File: src/rtl/pe_pkg.sv
// pe_pkg: message format and feeder FSM states shared by the PE array blocks.
package pe_pkg;
  localparam int BIT_WIDTH = 8;
  typedef struct packed {
    logic                 is_weight;
    logic [BIT_WIDTH-1:0] data;
  } PEMsg;
  typedef enum logic [2:0] {IDLE, WEIGHT, SKEW, STREAM, DONE} state_e;
endpackage

File: src/rtl/sync_fifo.sv
// sync_fifo: val/rdy synchronous FIFO with wrap-bit pointers.
module sync_fifo #(
  parameter int WIDTH = 8,
  parameter int DEPTH = 8
) (
  input  logic             clk,
  input  logic             rst,
  input  logic [WIDTH-1:0] push_data,
  input  logic             push_val,
  output logic             push_rdy,
  output logic [WIDTH-1:0] pop_data,
  output logic             pop_val,
  input  logic             pop_rdy
);
  localparam int AW = $clog2(DEPTH);
  logic [AW:0]      wp, rp;
  logic [WIDTH-1:0] mem [DEPTH];
  assign push_rdy = !(wp[AW] != rp[AW] && wp[AW-1:0] == rp[AW-1:0]);
  assign pop_val  = wp != rp;
  assign pop_data = mem[rp[AW-1:0]];
  always_ff @(posedge clk) begin
    if (rst) begin
      wp <= '0;
      rp <= '0;
    end else begin
      if (push_val && push_rdy) wp <= wp + 1'b1;
      if (pop_val && pop_rdy) rp <= rp + 1'b1;
    end
  end
  always_ff @(posedge clk)
    if (push_val && push_rdy) mem[wp[AW-1:0]] <= push_data;
endmodule

File: src/rtl/pe_row_feeder.sv
// pe_row_feeder: loads a row's weights, applies row skew, then streams buffered activations.
module pe_row_feeder #(
  parameter int BIT_WIDTH = pe_pkg::BIT_WIDTH,
  parameter int NUM_COLS  = 4,
  parameter int ROW_IDX   = 0,
  parameter int ACT_DEPTH = 8,
  parameter int CNT_W     = 8
) (
  input  logic                 i_clk,
  input  logic                 i_rst,
  input  logic                 i_start,
  input  logic [CNT_W-1:0]     i_num_act,
  output logic                 o_busy,
  output logic                 o_done,
  input  logic [BIT_WIDTH-1:0] i_wgt_recv,
  input  logic                 i_wgt_recv_val,
  output logic                 o_wgt_recv_rdy,
  input  logic [BIT_WIDTH-1:0] i_act_recv,
  input  logic                 i_act_recv_val,
  output logic                 o_act_recv_rdy,
  output pe_pkg::PEMsg         o_msg_send,
  output logic                 o_msg_send_val,
  input  logic                 i_msg_send_rdy
);
  import pe_pkg::*;
  localparam int WW = $clog2(NUM_COLS) + 1;
  state_e               state;
  logic [CNT_W-1:0]     num_act, act_cnt, skew_cnt;
  logic [WW-1:0]        wgt_cnt;
  logic [BIT_WIDTH-1:0] head;
  logic                 fifo_val, msg_hs;
  sync_fifo #(.WIDTH(BIT_WIDTH), .DEPTH(ACT_DEPTH)) u_fifo (
    .clk(i_clk), .rst(i_rst),
    .push_data(i_act_recv), .push_val(i_act_recv_val), .push_rdy(o_act_recv_rdy),
    .pop_data(head), .pop_val(fifo_val), .pop_rdy(state == STREAM && i_msg_send_rdy)
  );
  assign o_busy         = state != IDLE;
  assign o_done         = state == DONE;
  assign o_wgt_recv_rdy = state == WEIGHT && i_msg_send_rdy;
  assign o_msg_send_val = state == WEIGHT ? i_wgt_recv_val : state == STREAM && fifo_val;
  assign o_msg_send     = PEMsg'(state == WEIGHT ? {1'b1, i_wgt_recv} :
                                 state == STREAM ? {1'b0, head} : '0);
  assign msg_hs         = o_msg_send_val && i_msg_send_rdy;
  always_ff @(posedge i_clk) begin
    if (i_rst) begin
      state    <= IDLE;
      num_act  <= '0;
      act_cnt  <= '0;
      skew_cnt <= '0;
      wgt_cnt  <= '0;
    end else begin
      case (state)
        IDLE: if (i_start) begin
          state   <= WEIGHT;
          num_act <= i_num_act;
          wgt_cnt <= '0;
          act_cnt <= '0;
        end
        WEIGHT: if (msg_hs) begin
          wgt_cnt <= wgt_cnt + 1'b1;
          if (wgt_cnt == WW'(NUM_COLS - 1)) begin
            state    <= ROW_IDX != 0 ? SKEW : num_act == '0 ? DONE : STREAM;
            skew_cnt <= CNT_W'(ROW_IDX - 1);
          end
        end
        // skew also freezes under PE backpressure so the row stays aligned
        SKEW: if (i_msg_send_rdy) begin
          skew_cnt <= skew_cnt - 1'b1;
          if (skew_cnt == '0) state <= num_act == '0 ? DONE : STREAM;
        end
        STREAM: if (msg_hs) begin
          act_cnt <= act_cnt + 1'b1;
          if (act_cnt == num_act - 1'b1) state <= DONE;
        end
        DONE: state <= IDLE;
        default: state <= IDLE;
      endcase
    end
  end
endmodule

File: config.mk
export PLATFORM = sky130hd
export DESIGN_NAME = pe_row_feeder
export DESIGN_NICKNAME = d
export VERILOG_FILES = /design/src/rtl/pe_pkg.sv /design/src/rtl/sync_fifo.sv /design/src/rtl/pe_row_feeder.sv
export SDC_FILE = /design/constraint.sdc
export NUM_CORES = 1
export LEC_CHECK = 0
export CAP_MARGIN = 20
export CELL_PAD_IN_SITES_DETAIL_PLACEMENT = 1
export CELL_PAD_IN_SITES_GLOBAL_PLACEMENT = 1
export CORE_MARGIN = 2
export CORE_UTILIZATION = 42
export DETAILED_ROUTE_END_ITERATION = 12
export PLACE_DENSITY_LB_ADDON = 0.2
export SLEW_MARGIN = 10
export SYNTH_ARGS = -nofsm -noshare
export SYNTH_HDL_FRONTEND = slang
export SYNTH_SLANG_ARGS = --single-unit
File: constraint.sdc
create_clock -name i_clk -period 2.2 [get_ports i_clk]
set_input_delay 0.44 -clock i_clk [delete_from_list [all_inputs] [get_ports i_clk]]
set_output_delay 0.44 -clock i_clk [all_outputs]
set_load 0.01 [all_outputs]
==> results.txt, run 1 <==
----------------------------------------------------
[Drt]
  Detailed-route wire length ... 11,600 um
  Vias per cell ... 5.46
  Detailed Routing Iterations Pass 1 ... 4
  Mean routed wirelength per cell ... 18.7 um
  Initial DRC count ... 239
  DRC errors left ... 0
  Count of antenna-violating nets left after detailed routing ... 0
  Vias after detailed routing ... 3,396

[Clocking]
  Clock latency on the worst-skew pair ... 0.35 ns
  Clock buffer count from CTS ... 9
  Clk sink count ... 105
  CTS clk-pin slew, worst paths ... 0.07 ns
  Deepest clock path buffer count ... 2
  Clock tree root buffer cell ... clkbuf_16
  TritonCTS clock tree ... built
  Number of hold buffers added after cts ... 0
  Number of H-tree levels ... 3

[Logic synthesis]
  Flip-flop and latch count after synthesis ... 105
  Commonest register cell after synthesis ... edfxtp_1
  Post-synthesis cell type count ... 51
  Cell area after synthesis ... 4760 sq um
  Number of warning messages in the yosys log ... 0
  Async set or reset register ratio after synthesis ... 0
  Cells after Synth ... 393
  Post-synth EDFFs ... 64
  Syn_area_per_cell ... 12.1 sq um
  Net count of the mapped netlist ... 431
  Post-synthesis sequential area ratio ... 0.577

[Timing]
  Final period util ... 1.01
  Fin worst setup slack ... -0.0203 ns
  Setup repair after global routing missed its margin ... true
  Worst-margin pin slew ... 0.456 ns
  WHS ... 0.462 ns
  Min cycle time layout ... 2.22 ns
  Final Max Tran Viols ... 0
  Skew final ... 0.00853 ns
  Count of endpoints failing setup in the final report ... 2
  Worst slew margin relative to its limit ... 0.693
  Max frequency ... 0.450 GHz
  Final Hold Fails ... 0

[Critical path]
  Arrival time worst endpoint ... 1.78 ns
  Stage delay of the slowest cell on the critical path ... 0.50 ns
  Cell breakdown of the critical path ... buf_8 -> mux4_2 -> mux2i_1 -> o21ai_1 -> buf_2
  Worst path required time ... 1.76 ns
  Critical Path Source Type ... flop
  Crit Path Category ... flop to output pin
  Worst reg-to-reg path cell count ... 7
  End of the worst register-to-register path ... state[2]
  Critical-path cell with the highest stage delay ... mux4_2
  Critical Path Sink Type ... output pin
  Worst-path fanout max ... 6
  Origin of the critical flop-to-flop path ... num_act[1]
  Worst reg-to-reg setup slack ... 0.09 ns

[Worst hold path]
  Worst-case hold path end point ... wgt_cnt[2]
  Cells on Worst Hold Path ... 2
  Worst min path class ... flop to flop
  Critical hold path startpoint ... wgt_cnt[2]

[Die]
  Die boundary height ... 110 um
  Die width ... 110 um
  FP Rows ... 38
  Area inside the core boundary ... 10,900 sq um
  Die outline area ... 12,200 sq um
  Starting density of the core ... 0.435
  Total I/O pin count ... 44

[Finish]
  Seq. cell area ... 2760 sq um
  Fillcell total ... 1,132
  Design area ... 6030 sq um
  Layout-stage area growth over the synthesis result ... 26.9%
  Post-layout utilization of the core ... 0.552
  Diode insertion count for antenna repair ... 0
  Net count reported at finish ... 515
  Area used by multi-input combinational logic ... 1990 sq um
  Share of cells above drive strength 1 ... 0.247

[Power and ir drop]
  Worst vdd ir ... 0.000610 V
  Leakage power ... 2.15 nW
  Power Dens Cells ... 697 nW/um^2
  Total power draw ... 4.20 mW

[Global route]
  Largest net degree at the start of global routing ... 19
  Overflow after GRT ... 0
  Global-route wire length before repair ... 19,500 um
  Vias in the first global route ... 3,683
  Total routing usage reported by global routing ... 0.203
  Number of antenna violations at the first check in global routing ... 0

[Status]
  Outcome ... finished, violations left
  Violated checks ... negative setup slack

[Flow run]
  Max-Cap Viols ... 0

[Place]
  Buffers added on ports ... 43
  Post-place instance area ... 5660 sq um
  HPWL after detailed placement ... 8270 um
  Routability cong. ... 0.771

----------------------------------------------------
==> layout make-up <==
type / instances / area share
Sequential cell: 105 / 0.457
Multi-Input combinational cell: 259 / 0.329
Timing Repair Buffer: 92 / 0.132
Clock buffer: 9 / 0.0373
Tap cell: 140 / 0.0290
Clock inverter: 7 / 0.00912
Inverter: 10 / 0.00622
==> synth_stat cells (all sizes together), types with 2 or more instances <==
library cell / n / area [sq um]
a211oi: 3 / 22.5
nand3b: 2 / 15.0
nand4b: 2 / 17.5
clkbuf: 11 / 41.3
nand2b: 6 / 37.5
o22ai: 3 / 18.8
nor4: 4 / 31.3
edfxtp: 64 / 1920
o2111ai: 2 / 17.5
ha: 8 / 100
buf: 8 / 38.8
and3: 7 / 43.8
mux4: 16 / 360
nand4: 4 / 25.0
mux2i: 11 / 110
nor3: 8 / 40.0
o21ai: 12 / 60.1
a311oi: 4 / 35.0
dfxtp: 41 / 821
nor2: 34 / 128
a21oi: 23 / 119
a31oi: 4 / 25.0
or3: 2 / 12.5
xor2: 19 / 166
and2: 8 / 50.1
nand3: 3 / 15.0
nor2b: 2 / 12.5
xnor2: 9 / 78.8
inv: 10 / 37.5
o31ai: 2 / 20.0
nand2: 38 / 143
a41oi: 3 / 26.3
or2: 2 / 12.5
o211ai: 5 / 37.5
==> critical path: cells and delay by family, from the launching register on <==
family / cells / cell delay (ns)
muxes: 2 / 0.65
DFF: 1 / 0.39
buffers and inverters: 2 / 0.29
AOI/OAI and AO/OA: 1 / 0.10
==> cells by family (layout without fill, tap and decap cells) <==
logic type | after synthesis | count (layout) | synth area share
AND/OR/NAND/NOR | 129 | 129 | 0.136
adder cells (fa/ha/maj) | 8 | 8 | 0.0210
AO/OA/AOI/OAI | 66 | 66 | 0.0889
XOR/XNOR | 28 | 28 | 0.0516
flip-flops | 105 | 105 | 0.577
multiplexers | 28 | 28 | 0.101
buffers and inverters | 29 | 118 | 0.0247
==> power breakdown <==
part / switching, mW / total [mW] / internal (mW)
Combinational: 0.257 / 0.502 / 0.245
Sequential: 0.0378 / 2.17 / 2.14
Clock: 0.749 / 1.53 / 0.778
==> worst max-delay path by stage <==
stage / endpoint / slack [ns] / cells after the start
after floorplan: state[2] / 0.06 / 7
after global placement: o_msg_send_val / -0.13 / 4
after detailed placement: o_msg_send_val / -0.12 / 4
after CTS: o_msg_send[6] / -0.07 / 6
after global routing: o_msg_send[5] / -0.09 / 5
final: o_msg_send[4] / -0.02 / 5
==> layout by cell type, fill, tap and decap left out, drive strengths merged, types with 12 or more instances in the layout <==
| cell type | instances |
|---|---|
| a21oi | 23 |
| buf | 57 |
| clkdlybuf4s50 | 31 |
| dfxtp | 41 |
| edfxtp | 64 |
| inv | 12 |
| mux4 | 16 |
| nand2 | 38 |
| nor2 | 34 |
| o21ai | 12 |
| xor2 | 19 |
==> layer usage <==
layer | global-route usage | part of all wire
met3 | 0.0346 | 0.034
met2 | 0.334 | 0.48
met4 | 0.0675 | 0.018
met5 | 0 | 0
met1 | 0.273 | 0.47
==> sequential cells by signal, indices dropped and copies added (netlist names), named ones only <==
register and flops:
u_fifo.mem 64, act_cnt 8, num_act 8, skew_cnt 8, u_fifo.rp 4, u_fifo.wp 4
state 3, wgt_cnt 3
==> metrics by stage <==
step	setup TNS (ns)	setup WS, ns	std cells
after CTS	-0.291	-0.0698	621
after detailed placement	-0.372	-0.122	600
after global placement	-0.229	-0.131	600
final	-0.0206	-0.0203	622
after floorplan	0	0.0645	393
after global routing	-0.557	-0.0921	622
==> timing repair <==
action,CTS,global route
buffers inserted,4,3
cloned,1,0
gates resized for setup,65,8
pin swaps,1,5
endpoints found under the setup margin,15,10
Note: power is estimated with default switching activity, not from simulation.
==> inputs of run 2 (changes only) <==
- CORE_MARGIN: 2 -> unset
==> results.txt, run 2 (same netlist as run 1, synthesis figures left out) <==
----------------------------------------------------
[Status]
  Outcome ... finished, violations left
  Violated checks ... negative setup slack

[Finish]
  Post-layout utilization of the core ... 0.554
  Flip-flop count of the largest register after layout ... 64
  Finished Layout Cells ... 617
  Design area ... 6050 sq um
  Fillcell total ... 1,130
  Layout-stage area growth over the synthesis result ... 27.3%
  Most common cell after layout, fill and taps aside ... edfxtp_1
  Seq. cell area ... 2750 sq um
  Commonest cells after routing, fill and taps aside ... 64 x edfxtp_1, 38 x nand2_1, 38 x buf_4, 36 x dfxtp_1, 34 x nor2_1
  Share of cells above drive strength 1 ... 0.229
  Area used by multi-input combinational logic ... 1980 sq um
  Net count reported at finish ... 510
  Diode insertion count for antenna repair ... 0

[Clocking]
  Deepest clock path buffer count ... 2
  Clock buffer count from CTS ... 9
  Number of hold buffers added after cts ... 0
  Clock tree root buffer cell ... clkbuf_16
  Clk sink count ... 105
  Number of H-tree levels ... 3
  TritonCTS clock tree ... built
  Clock latency on the worst-skew pair ... 0.36 ns
  CTS clk-pin slew, worst paths ... 0.08 ns

[Drt]
  DRC errors left ... 0
  Length of routed met2 wiring ... 5780 um
  Detailed-route wire length ... 11,500 um
  Initial DRC count ... 143
  Vias per cell ... 5.45
  Detailed Routing Iterations Pass 1 ... 4
  Met1 layer wirelength in the final routing ... 5270 um
  Vias after detailed routing ... 3,360
  Mean routed wirelength per cell ... 18.7 um
  Amount of wire on met3 after detailed routing ... 355 um
  Count of antenna-violating nets left after detailed routing ... 0
  Uppermost metal layer occupied by signal nets ... met4

[Worst hold path]
  Worst-case hold path end point ... wgt_cnt[2]
  Critical hold path startpoint ... wgt_cnt[2]
  Worst min path class ... flop to flop
  Cells on Worst Hold Path ... 2

[Place]
  HPWL after detailed placement ... 8160 um
  Post-place instance area ... 5630 sq um
  Routability cong. ... 0.830
  Placed Instances ... 597
  Buffers added on ports ... 43

[Global route]
  Global-route wire length before repair ... 18,100 um
  Largest net degree at the start of global routing ... 20
  Overflow after GRT ... 0
  Total routing usage reported by global routing ... 0.208
  Number of antenna violations at the first check in global routing ... 0
  Vias in the first global route ... 3,541

[Timing]
  Worst-margin pin slew ... 0.546 ns
  Worst slew margin relative to its limit ... 0.633
  Setup repair after global routing missed its margin ... true
  Skew final ... 0.00923 ns
  Fin worst setup slack ... -0.0605 ns
  Final period util ... 1.03
  WHS ... 0.463 ns
  Final Hold Fails ... 0
  Max frequency ... 0.442 GHz
  Final Max Tran Viols ... 0
  Count of endpoints failing setup in the final report ... 9
  Min cycle time layout ... 2.26 ns

[Critical path]
  Crit Path Category ... flop to output pin
  Critical Path Sink Type ... output pin
  Stage delay of the slowest cell on the critical path ... 0.51 ns
  Worst reg-to-reg path cell count ... 7
  Worst reg-to-reg setup slack ... -0.01 ns
  Arrival time worst endpoint ... 1.82 ns
  End of the worst register-to-register path ... state[2]
  Cell breakdown of the critical path ... buf_12 -> mux4_2 -> mux2i_2 -> o21ai_1 -> buf_2
  Worst-path fanout max ... 8
  Critical Path Source Type ... flop
  Critical-path cell with the highest stage delay ... mux4_2
  Worst path required time ... 1.76 ns
  Origin of the critical flop-to-flop path ... num_act[0]

[Die]
  FP Rows ... 38
  Die outline area ... 11,800 sq um
  Starting density of the core ... 0.435
  Total I/O pin count ... 44
  Die width ... 108 um
  Area inside the core boundary ... 10,900 sq um
  Die boundary height ... 108 um

[Power and ir drop]
  Power Dens Cells ... 720 nW/um^2
  Leakage power ... 2.18 nW
  Total power draw ... 4.36 mW
  Worst vdd ir ... 0.000560 V

[Flow run]
  Max-Cap Viols ... 0

----------------------------------------------------
run 2: timing repair:
action	CTS	global route
setup endpoints to repair	13	13
pin swaps	1	2
gates resized for setup	58	6
setup buffers	3	0
cloned	1	0
run 2: worst max-delay path, delay by kind of cell, from the launching register on:
family | cells | cell delay (ns)
buffers and inverters | 2 | 0.28
flip-flops | 1 | 0.39
multiplexers | 2 | 0.71
AO/OA/AOI/OAI | 1 | 0.08
run 2: power breakdown:
| group | switching [mW] | total (mW) | leakage [nW] | internal (mW) |
|---|---|---|---|---|
| sequential | 0.0314 | 2.17 | 0.916 | 2.13 |
| clock | 0.774 | 1.68 | 0.149 | 0.907 |
| combinational | 0.261 | 0.510 | 1.11 | 0.250 |
| total | 1.07 | 4.36 | 2.18 | 3.29 |
run 2: worst max-delay path by stage:
stage / endpoint / slack [ns] / depth (start not counted)
after floorplan: state[2] / 0.06 / 7
after global placement: o_msg_send_val / -0.11 / 4
after detailed placement: o_msg_send[0] / -0.14 / 5
after CTS: o_msg_send[0] / -0.10 / 5
after global routing: o_msg_send[0] / -0.12 / 5
final: o_msg_send[0] / -0.06 / 5
run 2: stage by stage:
| stage | TNS (ns) | worst slack, ns |
|---|---|---|
| finish | -0.220 | -0.0605 |
| global route | -0.862 | -0.117 |
| CTS | -0.424 | -0.101 |
| detailed placement | -0.690 | -0.137 |
| global placement | -0.216 | -0.113 |
| floorplan | 0 | 0.0645 |
run 2: area by class of cell:
type	count	share of cell area
clock buffers	9	0.0372
clock inverters	7	0.0138
inverters	10	0.00620
multi-input cells	259	0.327
flip-flops and latches	105	0.454
well taps	140	0.0289
repair buffers	87	0.132
run 2: layer usage:
layer / vias to the layer above / GRT usage
met5: - / 0
li1: 1616 / -
met4: 0 / 0.0579
met2: 47 / 0.357
met1: 1688 / 0.266
met3: 9 / 0.0404
